--- src/rtl/matmul_tile_sequencer.sv ---
// matmul_tile_sequencer
// Walks one C = A*B job (M x K times K x N) tile by tile: row tiles outermost,
// column tiles next, K-slices innermost. Each K-slice becomes one tile command
// on a valid/ready handshake. The command carries edge-clipped extents and
// accumulator clear (first) / write-back (last) flags.
// Optional feature: define MATMUL_SEQ_PERF_EN to add the perf_stall and
// perf_cmds saturating counters. Without it those ports do not exist.
module matmul_tile_sequencer #(
    parameter int DIM_W  = 16,
    parameter int TILE_M = 4,
    parameter int TILE_N = 4,
    parameter int TILE_K = 8
) (
    input  logic                          clk,
    input  logic                          rst,
    input  logic                          cfg_valid,
    output logic                          cfg_ready,
    input  logic [DIM_W-1:0]              cfg_m,
    input  logic [DIM_W-1:0]              cfg_k,
    input  logic [DIM_W-1:0]              cfg_n,
    input  logic                          abort,
    output logic                          cmd_valid,
    input  logic                          cmd_ready,
    output logic [DIM_W-1:0]              cmd_row,
    output logic [DIM_W-1:0]              cmd_col,
    output logic [DIM_W-1:0]              cmd_kofs,
    output logic [$clog2(TILE_M+1)-1:0]   cmd_rows,
    output logic [$clog2(TILE_N+1)-1:0]   cmd_cols,
    output logic [$clog2(TILE_K+1)-1:0]   cmd_kcnt,
    output logic                          cmd_first,
    output logic                          cmd_last,
    output logic                          busy,
    output logic                          done,
    output logic                          err
`ifdef MATMUL_SEQ_PERF_EN
    ,
    output logic [31:0]                   perf_stall,
    output logic [31:0]                   perf_cmds
`endif
);

    localparam int RW = $clog2(TILE_M + 1);
    localparam int CW = $clog2(TILE_N + 1);
    localparam int KW = $clog2(TILE_K + 1);

    // Tile sizes widened by one bit so origin + tile never wraps.
    localparam logic [DIM_W:0] TM_X = (DIM_W + 1)'(TILE_M);
    localparam logic [DIM_W:0] TN_X = (DIM_W + 1)'(TILE_N);
    localparam logic [DIM_W:0] TK_X = (DIM_W + 1)'(TILE_K);

    typedef enum logic [1:0] {
        IDLE  = 2'd0,
        ISSUE = 2'd1,
        DONE  = 2'd2
    } state_t;

    state_t state;
    state_t state_next;

    logic [DIM_W-1:0] m_q, k_q, n_q;
    logic [DIM_W-1:0] m_next, k_next, n_next;
    logic [DIM_W-1:0] row_q, col_q, kofs_q;
    logic [DIM_W-1:0] row_next, col_next, kofs_next;
    logic             err_next;
    logic             handshake;

    logic [DIM_W:0]   row_sum, col_sum, kofs_sum;
    logic             row_end, col_end, k_end;

    logic [DIM_W:0]   rem_rows, rem_cols, rem_k;
    logic [RW-1:0]    rows_next;
    logic [CW-1:0]    cols_next;
    logic [KW-1:0]    kcnt_next;
    logic             first_next, last_next;

    // Where each counter would move next and whether it is on its final tile.
    always_comb begin
        row_sum  = {1'b0, row_q}  + TM_X;
        col_sum  = {1'b0, col_q}  + TN_X;
        kofs_sum = {1'b0, kofs_q} + TK_X;
        row_end  = row_sum  >= {1'b0, m_q};
        col_end  = col_sum  >= {1'b0, n_q};
        k_end    = kofs_sum >= {1'b0, k_q};
    end

    // Next-state and next-counter logic; abort wins over a same-cycle handshake.
    always_comb begin
        state_next = state;
        m_next     = m_q;
        k_next     = k_q;
        n_next     = n_q;
        row_next   = row_q;
        col_next   = col_q;
        kofs_next  = kofs_q;
        err_next   = 1'b0;
        handshake  = 1'b0;
        case (state)
            IDLE: begin
                if (cfg_valid) begin
                    if (cfg_m == '0 || cfg_k == '0 || cfg_n == '0) begin
                        err_next = 1'b1;
                    end else begin
                        m_next     = cfg_m;
                        k_next     = cfg_k;
                        n_next     = cfg_n;
                        row_next   = '0;
                        col_next   = '0;
                        kofs_next  = '0;
                        state_next = ISSUE;
                    end
                end
            end
            ISSUE: begin
                if (abort) begin
                    state_next = IDLE;
                end else if (cmd_ready) begin
                    handshake = 1'b1;
                    if (k_end && col_end && row_end) begin
                        state_next = DONE;
                    end else if (!k_end) begin
                        kofs_next = DIM_W'(kofs_sum);
                    end else if (!col_end) begin
                        kofs_next = '0;
                        col_next  = DIM_W'(col_sum);
                    end else begin
                        kofs_next = '0;
                        col_next  = '0;
                        row_next  = DIM_W'(row_sum);
                    end
                end
            end
            DONE: begin
                state_next = IDLE;
            end
            default: begin
                state_next = IDLE;
            end
        endcase
    end

    // Clipped extents and flags for the command that will be presented next cycle.
    always_comb begin
        rem_rows   = {1'b0, m_next} - {1'b0, row_next};
        rem_cols   = {1'b0, n_next} - {1'b0, col_next};
        rem_k      = {1'b0, k_next} - {1'b0, kofs_next};
        rows_next  = (rem_rows >= TM_X) ? RW'(TILE_M) : RW'(rem_rows);
        cols_next  = (rem_cols >= TN_X) ? CW'(TILE_N) : CW'(rem_cols);
        kcnt_next  = (rem_k >= TK_X)    ? KW'(TILE_K) : KW'(rem_k);
        first_next = (kofs_next == '0);
        last_next  = ({1'b0, kofs_next} + TK_X) >= {1'b0, k_next};
    end

    // State register.
    always_ff @(posedge clk) begin
        if (rst) begin
            state <= IDLE;
        end else begin
            state <= state_next;
        end
    end

    // Job dimensions, tile counters and all registered outputs.
    always_ff @(posedge clk) begin
        if (rst) begin
            m_q       <= '0;
            k_q       <= '0;
            n_q       <= '0;
            row_q     <= '0;
            col_q     <= '0;
            kofs_q    <= '0;
            cfg_ready <= 1'b1;
            cmd_valid <= 1'b0;
            busy      <= 1'b0;
            done      <= 1'b0;
            err       <= 1'b0;
            cmd_row   <= '0;
            cmd_col   <= '0;
            cmd_kofs  <= '0;
            cmd_rows  <= '0;
            cmd_cols  <= '0;
            cmd_kcnt  <= '0;
            cmd_first <= 1'b0;
            cmd_last  <= 1'b0;
        end else begin
            m_q       <= m_next;
            k_q       <= k_next;
            n_q       <= n_next;
            row_q     <= row_next;
            col_q     <= col_next;
            kofs_q    <= kofs_next;
            cfg_ready <= (state_next == IDLE);
            cmd_valid <= (state_next == ISSUE);
            busy      <= (state_next != IDLE);
            done      <= (state_next == DONE);
            err       <= err_next;
            if (state_next == ISSUE) begin
                cmd_row   <= row_next;
                cmd_col   <= col_next;
                cmd_kofs  <= kofs_next;
                cmd_rows  <= rows_next;
                cmd_cols  <= cols_next;
                cmd_kcnt  <= kcnt_next;
                cmd_first <= first_next;
                cmd_last  <= last_next;
            end
        end
    end

`ifdef MATMUL_SEQ_PERF_EN
    logic accept;
    assign accept = (state == IDLE) && (state_next == ISSUE);

    // Saturating stall and issued-command counters, cleared per accepted job.
    always_ff @(posedge clk) begin
        if (rst || accept) begin
            perf_stall <= '0;
            perf_cmds  <= '0;
        end else begin
            if (cmd_valid && !cmd_ready && perf_stall != '1) begin
                perf_stall <= perf_stall + 32'd1;
            end
            if (handshake && perf_cmds != '1) begin
                perf_cmds <= perf_cmds + 32'd1;
            end
        end
    end
`else
    logic unused_handshake;
    assign unused_handshake = handshake;
`endif

endmodule

--- config.mk ---
export PLATFORM = sky130hd
export DESIGN_NAME = matmul_tile_sequencer
export DESIGN_NICKNAME = d
export VERILOG_FILES = /design/src/rtl/matmul_tile_sequencer.sv
export SDC_FILE = /design/constraint.sdc
export NUM_CORES = 1
export LEC_CHECK = 0
export ABC_AREA = 1
export CORE_ASPECT_RATIO = 0.7
export CORE_UTILIZATION = 23
export CTS_BUF_LIST = sky130_fd_sc_hd__clkbuf_4
export DETAILED_ROUTE_END_ITERATION = 10
export GPL_ROUTABILITY_DRIVEN = 0
export PLACE_DENSITY = 0.45
export SLEW_MARGIN = 20
export SYNTH_ARGS = -nofsm -noshare
export SYNTH_HDL_FRONTEND = slang
export SYNTH_SLANG_ARGS = --single-unit
--- constraint.sdc ---
create_clock -name clk -period 6.95 [get_ports clk]
set_clock_uncertainty 0.2 [all_clocks]
set_input_delay 1.39 -clock clk [delete_from_list [all_inputs] [get_ports clk]]
set_output_delay 1.39 -clock clk [all_outputs]
set_load 0.05 [all_outputs]
Word-level counts from Yosys, hierarchy flattened
Index checks and enable logic that the tools add are counted.
{"block": "word_totals", "ff_bits": 163, "input_bits": 53, "out_inout_bits": 65, "wordCells": 93}
{"block": "classes", "add_sub_neg": 7, "magnitude_cmp": 7, "eq_ne": 3, "muxes": 42, "bitwise": 2, "n_reduce_logical": 12}
{"op": "$mux 16", "n": 29}
{"op": "$pmux 16 s2", "n": 3}
{"op": "$ge 17x16->1", "n": 4}
{"op": "$logic_not 16->1", "n": 4}
{"op": "$sub 16x16->17", "n": 3}
{"op": "$add 16x3->17 const B", "n": 2}
{"op": "$add 16x4->17 const B", "n": 2}
{"op": "$ge 17x3->1 const B", "n": 2}
{"op": "$ge 17x4->1 const B", "n": 1}
{"op": "$mux 2", "n": 5}
{"op": "$mux 3", "n": 2}
{"op": "$eq 2x1->1 const B", "n": 2}
{"op": "$logic_not 2->1", "n": 2}
{"op": "$mux 4", "n": 1}
{"op": "$pmux 2 s2", "n": 1}
{"op": "$reduce_or 3->1", "n": 1}
{"op": "$eq 2x2->1 const B", "n": 1}
{"op": "$logic_and 1x1->1", "n": 2}
{"op": "$logic_or 1x1->1", "n": 2}
{"op": "$not 1->1", "n": 2}
{"op": "$reduce_bool 2->1", "n": 1}
{"op": "$mux 1", "n": 1}

Depth between registers and ports, before layout
Gate-level depths: netlist (run 1).
{"block": "logic_depth", "word_depth": 11, "depth_mapped": 49}

Worst setup path after synthesis (run 1)
OpenSTA, ideal clock, no wires.
{"block": "synth_timing", "path_type": "register -> register", "startpoint": "register col_q[2]", "endpoint": "register cmd_rows[0]", "arrival_time_ps": 5952, "required_time_ps": 6680, "path_slack_ps": 729, "path_stages_with_launch": 49, "path_buffers": 0, "synth_period_minus_slack_ps": 6221, "cell_sequence": "dfxtp_1 > inv_1 > nor3_1 > nand3_1 > nor2_1 > inv_1 > nor2_1 > nand3_1 > nor3_1 > nand3_1 > xor2_1 > ha_1 > nand2_1 > nor2_1 > nand2_1 > nor2_1 > nor3_1 > nand2_1 > [13 not listed] > a21oi_1 > o21bai_1 > nand2_1 > nand2_1 > a21oi_1 > o21ai_0 > nand2_1 > nand2_1 > a21oi_1 > o21ai_0 > a21oi_1 > o21bai_1 > nand3_1 > nor2_1 > nand3_1 > nor2_1 > nand2_1 > a21oi_1"}
{"block": "synth_between", "elab_chain_len": 11, "word_cells_on_any_way": 18, "cone_classes": "add/sub (2); order compare (2); eq/ne (1); mux (11); reduce/logical (2)"}
{"item": "from (decl)", "line_no": "62", "source": "logic [DIM_W-1:0] row_q, col_q, kofs_q;"}
{"item": "from (signal assigned)", "line_no": "189", "source": "col_q <= col_next;"}
{"item": "$add 16x3->17 *", "line_no": "79", "source": "col_sum = {1'b0, col_q} + TN_X;"}
{"item": "$ge 17x16->1 *", "line_no": "82", "source": "col_end = col_sum >= {1'b0, n_q};"}
{"item": "$mux 16 / $logic_and 1x1->1 (equally long branches)", "line_no": "122, 118"}
{"item": "$mux 16 / $logic_and 1x1->1 (equally long branches)", "line_no": "120, 118"}
{"item": "$mux 16", "line_no": "118", "source": "if (k_end && col_end && row_end) begin"}
{"item": "$mux 16", "line_no": "116", "source": "end else if (cmd_ready) begin"}
{"item": "$mux 16", "line_no": "114", "source": "if (abort) begin"}
{"item": "$pmux 16 s2", "line_no": "97", "source": "case (state)"}
{"item": "$sub 16x16->17", "line_no": "143", "source": "rem_rows = {1'b0, m_next} - {1'b0, row_next};"}
{"item": "$ge 17x3->1", "line_no": "146", "source": "rows_next = (rem_rows >= TM_X) ? RW'(TILE_M) : RW'(rem_rows);"}
{"item": "$mux 3", "line_no": "146"}
{"item": "to (signal assigned)", "line_no": "200", "source": "cmd_rows <= rows_next;"}
{"item": "to (decl)", "line_no": "27", "source": "output logic [$clog2(TILE_M+1)-1:0] cmd_rows,"}
Every way passes the cells marked *; elsewhere a longest branch is shown, timed or not.
A chain may end at the register's enable or synchronous reset.

Final worst setup path (run 1)
{"block": "layout_timing", "startpoint": "register kofs_q[3]", "endpoint": "register cmd_cols[1]"}
{"block": "layout_between", "elab_chain_len": 11, "word_cells_on_any_way": 17, "cone_classes": "add/sub (2); order compare (2); eq/ne (1); mux (10); reduce/logical (2)"}
{"item": "from (decl)", "line_no": "62"}
{"item": "from (signal assigned)", "line_no": "190", "source": "kofs_q <= kofs_next;"}
{"item": "$add 16x4->17 *", "line_no": "80", "source": "kofs_sum = {1'b0, kofs_q} + TK_X;"}
{"item": "$ge 17x16->1 *", "line_no": "83", "source": "k_end = kofs_sum >= {1'b0, k_q};"}
{"item": "$logic_and 1x1->1 (2 in a row)", "line_no": "118"}
{"item": "$mux 16 *", "line_no": "118"}
{"item": "$mux 16 *", "line_no": "116"}
{"item": "$mux 16 *", "line_no": "114"}
{"item": "$pmux 16 s2 *", "line_no": "97"}
{"item": "via col_next[0]", "line_no": "63", "source": "logic [DIM_W-1:0] row_next, col_next, kofs_next;"}
{"item": "$sub 16x16->17 *", "line_no": "144", "source": "rem_cols = {1'b0, n_next} - {1'b0, col_next};"}
{"item": "$ge 17x3->1", "line_no": "147", "source": "cols_next = (rem_cols >= TN_X) ? CW'(TILE_N) : CW'(rem_cols);"}
{"item": "$mux 3 *", "line_no": "147"}
{"item": "to (signal assigned)", "line_no": "201", "source": "cmd_cols <= cols_next;"}
{"item": "to (decl)", "line_no": "28", "source": "output logic [$clog2(TILE_N+1)-1:0] cmd_cols,"}
Mark *: on every way through the listed nets, which the timed path passes. The rest lies on a longest branch.

==> reports/summary.txt, run 1 <==
Nets@finish: 2,030
Met2 WL: 16.5 mm
Fin cells: 2,539
Async SR Flop Fraction: 0
DIE WIDTH: 271 microns
Sequential element share of the synthesized area: 0.281
Syn Inst Count: 1,711
Vias in the first global route: 10,800
Wire length on met3: 2.03 mm
Maximum VDD drop: 95.9 uV
Site Rows: 68
Critical Path Max Stage Delay: 0.40 ns
FF-to-FF Start: kofs_q[3]$_SDFF_PP0_
Share of layout cells above drive strength 1: 0.106
Critical path data arrival time: 6.90 ns
Clk root buf: clkbuf_4
CP max stage cell: fa_1
Sequential cell area: 0.00327 sq mm
Remaining DRCs: 0
Clk slew on worst S/H paths: 0.17 ns
Setup Crit Path Kind: reg2reg
Required time worst endpoint: 7.36 ns
DRT Pass-1 Iters: 6
Post-Route WL: 41.5 mm
#FFs+latches synth: 163
Ports: 118
CTS tree: yes
FF-to-FF setup slack: 0.46 ns
# H-tree levels: 4
LEAKAGE: 6.83 nW
Post-synth EDFFs: 0
Netlist cell types: 55
Synthesized area: 0.0116 sq mm
P&R area growth vs syn: 23.3%
CP Capture Type: flip-flop
Die ar.: 0.0515 sq mm
WP buf/inv: 7
Status: complete, no violations
Skew-Pair Late Insertion Delay: 0.67 ns
R2r endpoint: cmd_cols[1]$_SDFFE_PP0P_
Syn Nets: 1,881
CORE AREA: 0.0496 sq mm
Synthesized area per cell: 6.80 sq um
Placed cell count: 2,502
Final WS setup: 0.462 ns
Post-DRT Antenna Nets: 0
M1 wire length: 22.5 mm
Initial Util: 0.234
Worst Hold Depth: 2
Final hold vios: 0
Pin count of the biggest net entering global routing: 86
Antenna violations before repair: 1
Dpl ws: -0.195 ns
Cell Pwr Density: 173 mW/mm^2
Worst-path maximum fanout: 5
Die Y: 190 microns
F_max: 0.154 GHz
First-pass GRT wire length: 63.7 mm
Buffer levels on the longest clock path: 2
Hold Crit Class: reg2reg
Multi-input logic area: 0.00716 sq mm
IO buf count: 117
# setup viols final: 0
Total track usage: 0.162
Min-delay src: cmd_kcnt[0]$_SDFFE_PP0P_
Total power: 2.48 mW
Worst Tran Pin Value: 1.00 ns
Ys flop type: dfxtp_1
Initial DRC count: 797
Max-cap violations: 0
Relative slew slack: 0.331
Min-Delay Endpoint: cmd_kcnt[0]$_SDFFE_PP0P_
Yosys warnings: 0
Final Core Density: 0.289
Worst R2R Path Depth: 44
Detail Placement HPWL: 33.0 mm
Top layer in use: met4
DR vias: 11,500
Via/cell ratio: 4.51
Fin crit period: 6.49 ns
Clock sinks: 163
Type of origin of the critical path: flip-flop
Wirelength per Cell: 16.3 microns
Top cell by count, worst path: nand2_1
Final Cycle Share: 0.934
CP delay by family, top: simple AND/OR/NAND/NOR gates
Filler instances: 5,478
Final Max Tran Viols: 0
Grt total ovfl: 0
Total CTS buffers: 17
[worst register-to-register path: cells and delay by family (launching register included)]
kind                       cells  cell delay, ns
AOI/OAI and AO/OA              7            1.08
xor gates and xnor gates       2            0.34
and+or+nand+nor               25            2.82
buffers and inverters          7            0.75
adders and majority gates      3            0.87
DFF                            1            0.38
[layout by cell type (no fill, tap or decap), drive strengths merged, types with 9 or more instances in the layout]
master and count:
a21oi 116, buf 58, clkbuf 17, clkdlybuf4s50 116
clkinv 9, dfxtp 163, ha 114, inv 319
nand2 325, nand3 66, nand4 31, nor2 211
nor3 24, nor4 19, o211ai 26, o21ai 123
o21bai 10, xnor2 10, xor2 51
[kinds of logic after synthesis]
| family | synth area share |
|---|---|
| AOI/OAI and AO/OA | 0.159 |
| buffers and inverters | 0.117 |
| DFF | 0.281 |
| and+or+nand+nor | 0.268 |
| xor gates and xnor gates | 0.0459 |
| adders and majority gates | 0.128 |
| muxes | 0.00172 |
[state kept, by name (all words and copies together), names as in the netlist]
register and cells:
cmd_col 16, cmd_kofs 16, cmd_row 16, col_q 16, k_q 16, kofs_q 16, m_q 16, n_q 16
row_q 16, cmd_kcnt 4, cmd_cols 3, cmd_rows 3, state 2, busy 1, cfg_ready 1, cmd_first 1
cmd_last 1, cmd_valid 1, done 1, err 1
[cells in the mapped netlist, types with 19 or more instances]
cell type | number | share of area
o211ai_1 | 26 | 0.017
nor4_1 | 19 | 0.010
nand2_2 | 19 | 0.010
nand3_1 | 57 | 0.025
nand4_1 | 31 | 0.017
a21oi_1 | 114 | 0.049
nor3_1 | 21 | 0.0090
nor2_1 | 198 | 0.064
clkbuf_1 | 37 | 0.012
dfxtp_1 | 163 | 0.28
ha_1 | 114 | 0.12
o21ai_0 | 118 | 0.051
xor2_1 | 51 | 0.038
inv_1 | 302 | 0.097
nand2_1 | 296 | 0.096
[worst max path at each step]
stage	start	to	depth (start not counted)
after floorplan	col_q[2]$_SDFF_PP0_	cmd_rows[0]$_SDFFE_PP0P_	48
after global placement	cfg_n[0]	cmd_cols[0]$_SDFFE_PP0P_	28
after detailed placement	cfg_n[0]	cmd_cols[0]$_SDFFE_PP0P_	28
after CTS	col_q[2]$_SDFF_PP0_	cmd_rows[0]$_SDFFE_PP0P_	48
after global routing	row_q[5]$_SDFF_PP0_	cmd_cols[1]$_SDFFE_PP0P_	42
final	kofs_q[3]$_SDFF_PP0_	cmd_cols[1]$_SDFFE_PP0P_	44
[cell type report]
cell class / count / area share
inverters: 315 / 0.0827
multi-input cells: 1189 / 0.499
clock inverters: 15 / 0.0105
repair buffers: 174 / 0.112
clock buffers: 17 / 0.00890
flip-flops and latches: 163 / 0.228
diodes: 1 / 0.000174
well taps: 665 / 0.0580
[power by group]
part           internal (mW)  leakage (nW)  switching [mW]
Combinational          0.305          5.34           0.558
Sequential             0.984          1.34          0.0221
Clock                  0.189         0.154           0.425
Total                   1.48          6.83            1.01
[metrics by stage]
| stage | hold slack [ns] | TNS [ns] | area [sq um] |
|---|---|---|---|
| global placement | 0.264 | -0.473 | 13900 |
| floorplan | 0.287 | 0 | 11600 |
| global route | 0.294 | -0.133 | 14300 |
| detailed placement | 0.260 | -1.00 | 13900 |
| CTS | 0.282 | 0 | 14200 |
| finish | 0.278 | 0 | 14300 |
[what timing repair did]
item / 4_1_cts / 5_1_grt
setup endpoints to repair: 0 / 11
resized for setup: 0 / 46
hold buffers: 0 / 0
setup buffers: 0 / 4
[per-layer routing]
layer,vias to the layer above,track usage
li1,5852,-
met1,5303,0.248
met2,270,0.233
met3,25,0.0287
met4,0,0.0309
met5,-,0
No activity file was read; power rests on OpenSTA's default activity.
==> inputs of run 2 (changes only) <==
--- a/config.mk
+++ b/config.mk
@@ -9,6 +9,7 @@
 export CORE_ASPECT_RATIO = 0.7
 export CORE_UTILIZATION = 23
 export CTS_BUF_LIST = sky130_fd_sc_hd__clkbuf_4
+export CTS_CLUSTER_DIAMETER = 120
 export DETAILED_ROUTE_END_ITERATION = 10
 export GPL_ROUTABILITY_DRIVEN = 0
 export PLACE_DENSITY = 0.45
==> results of run 2 <==
Final layout, timing and power as in run 1 (identical DEF).
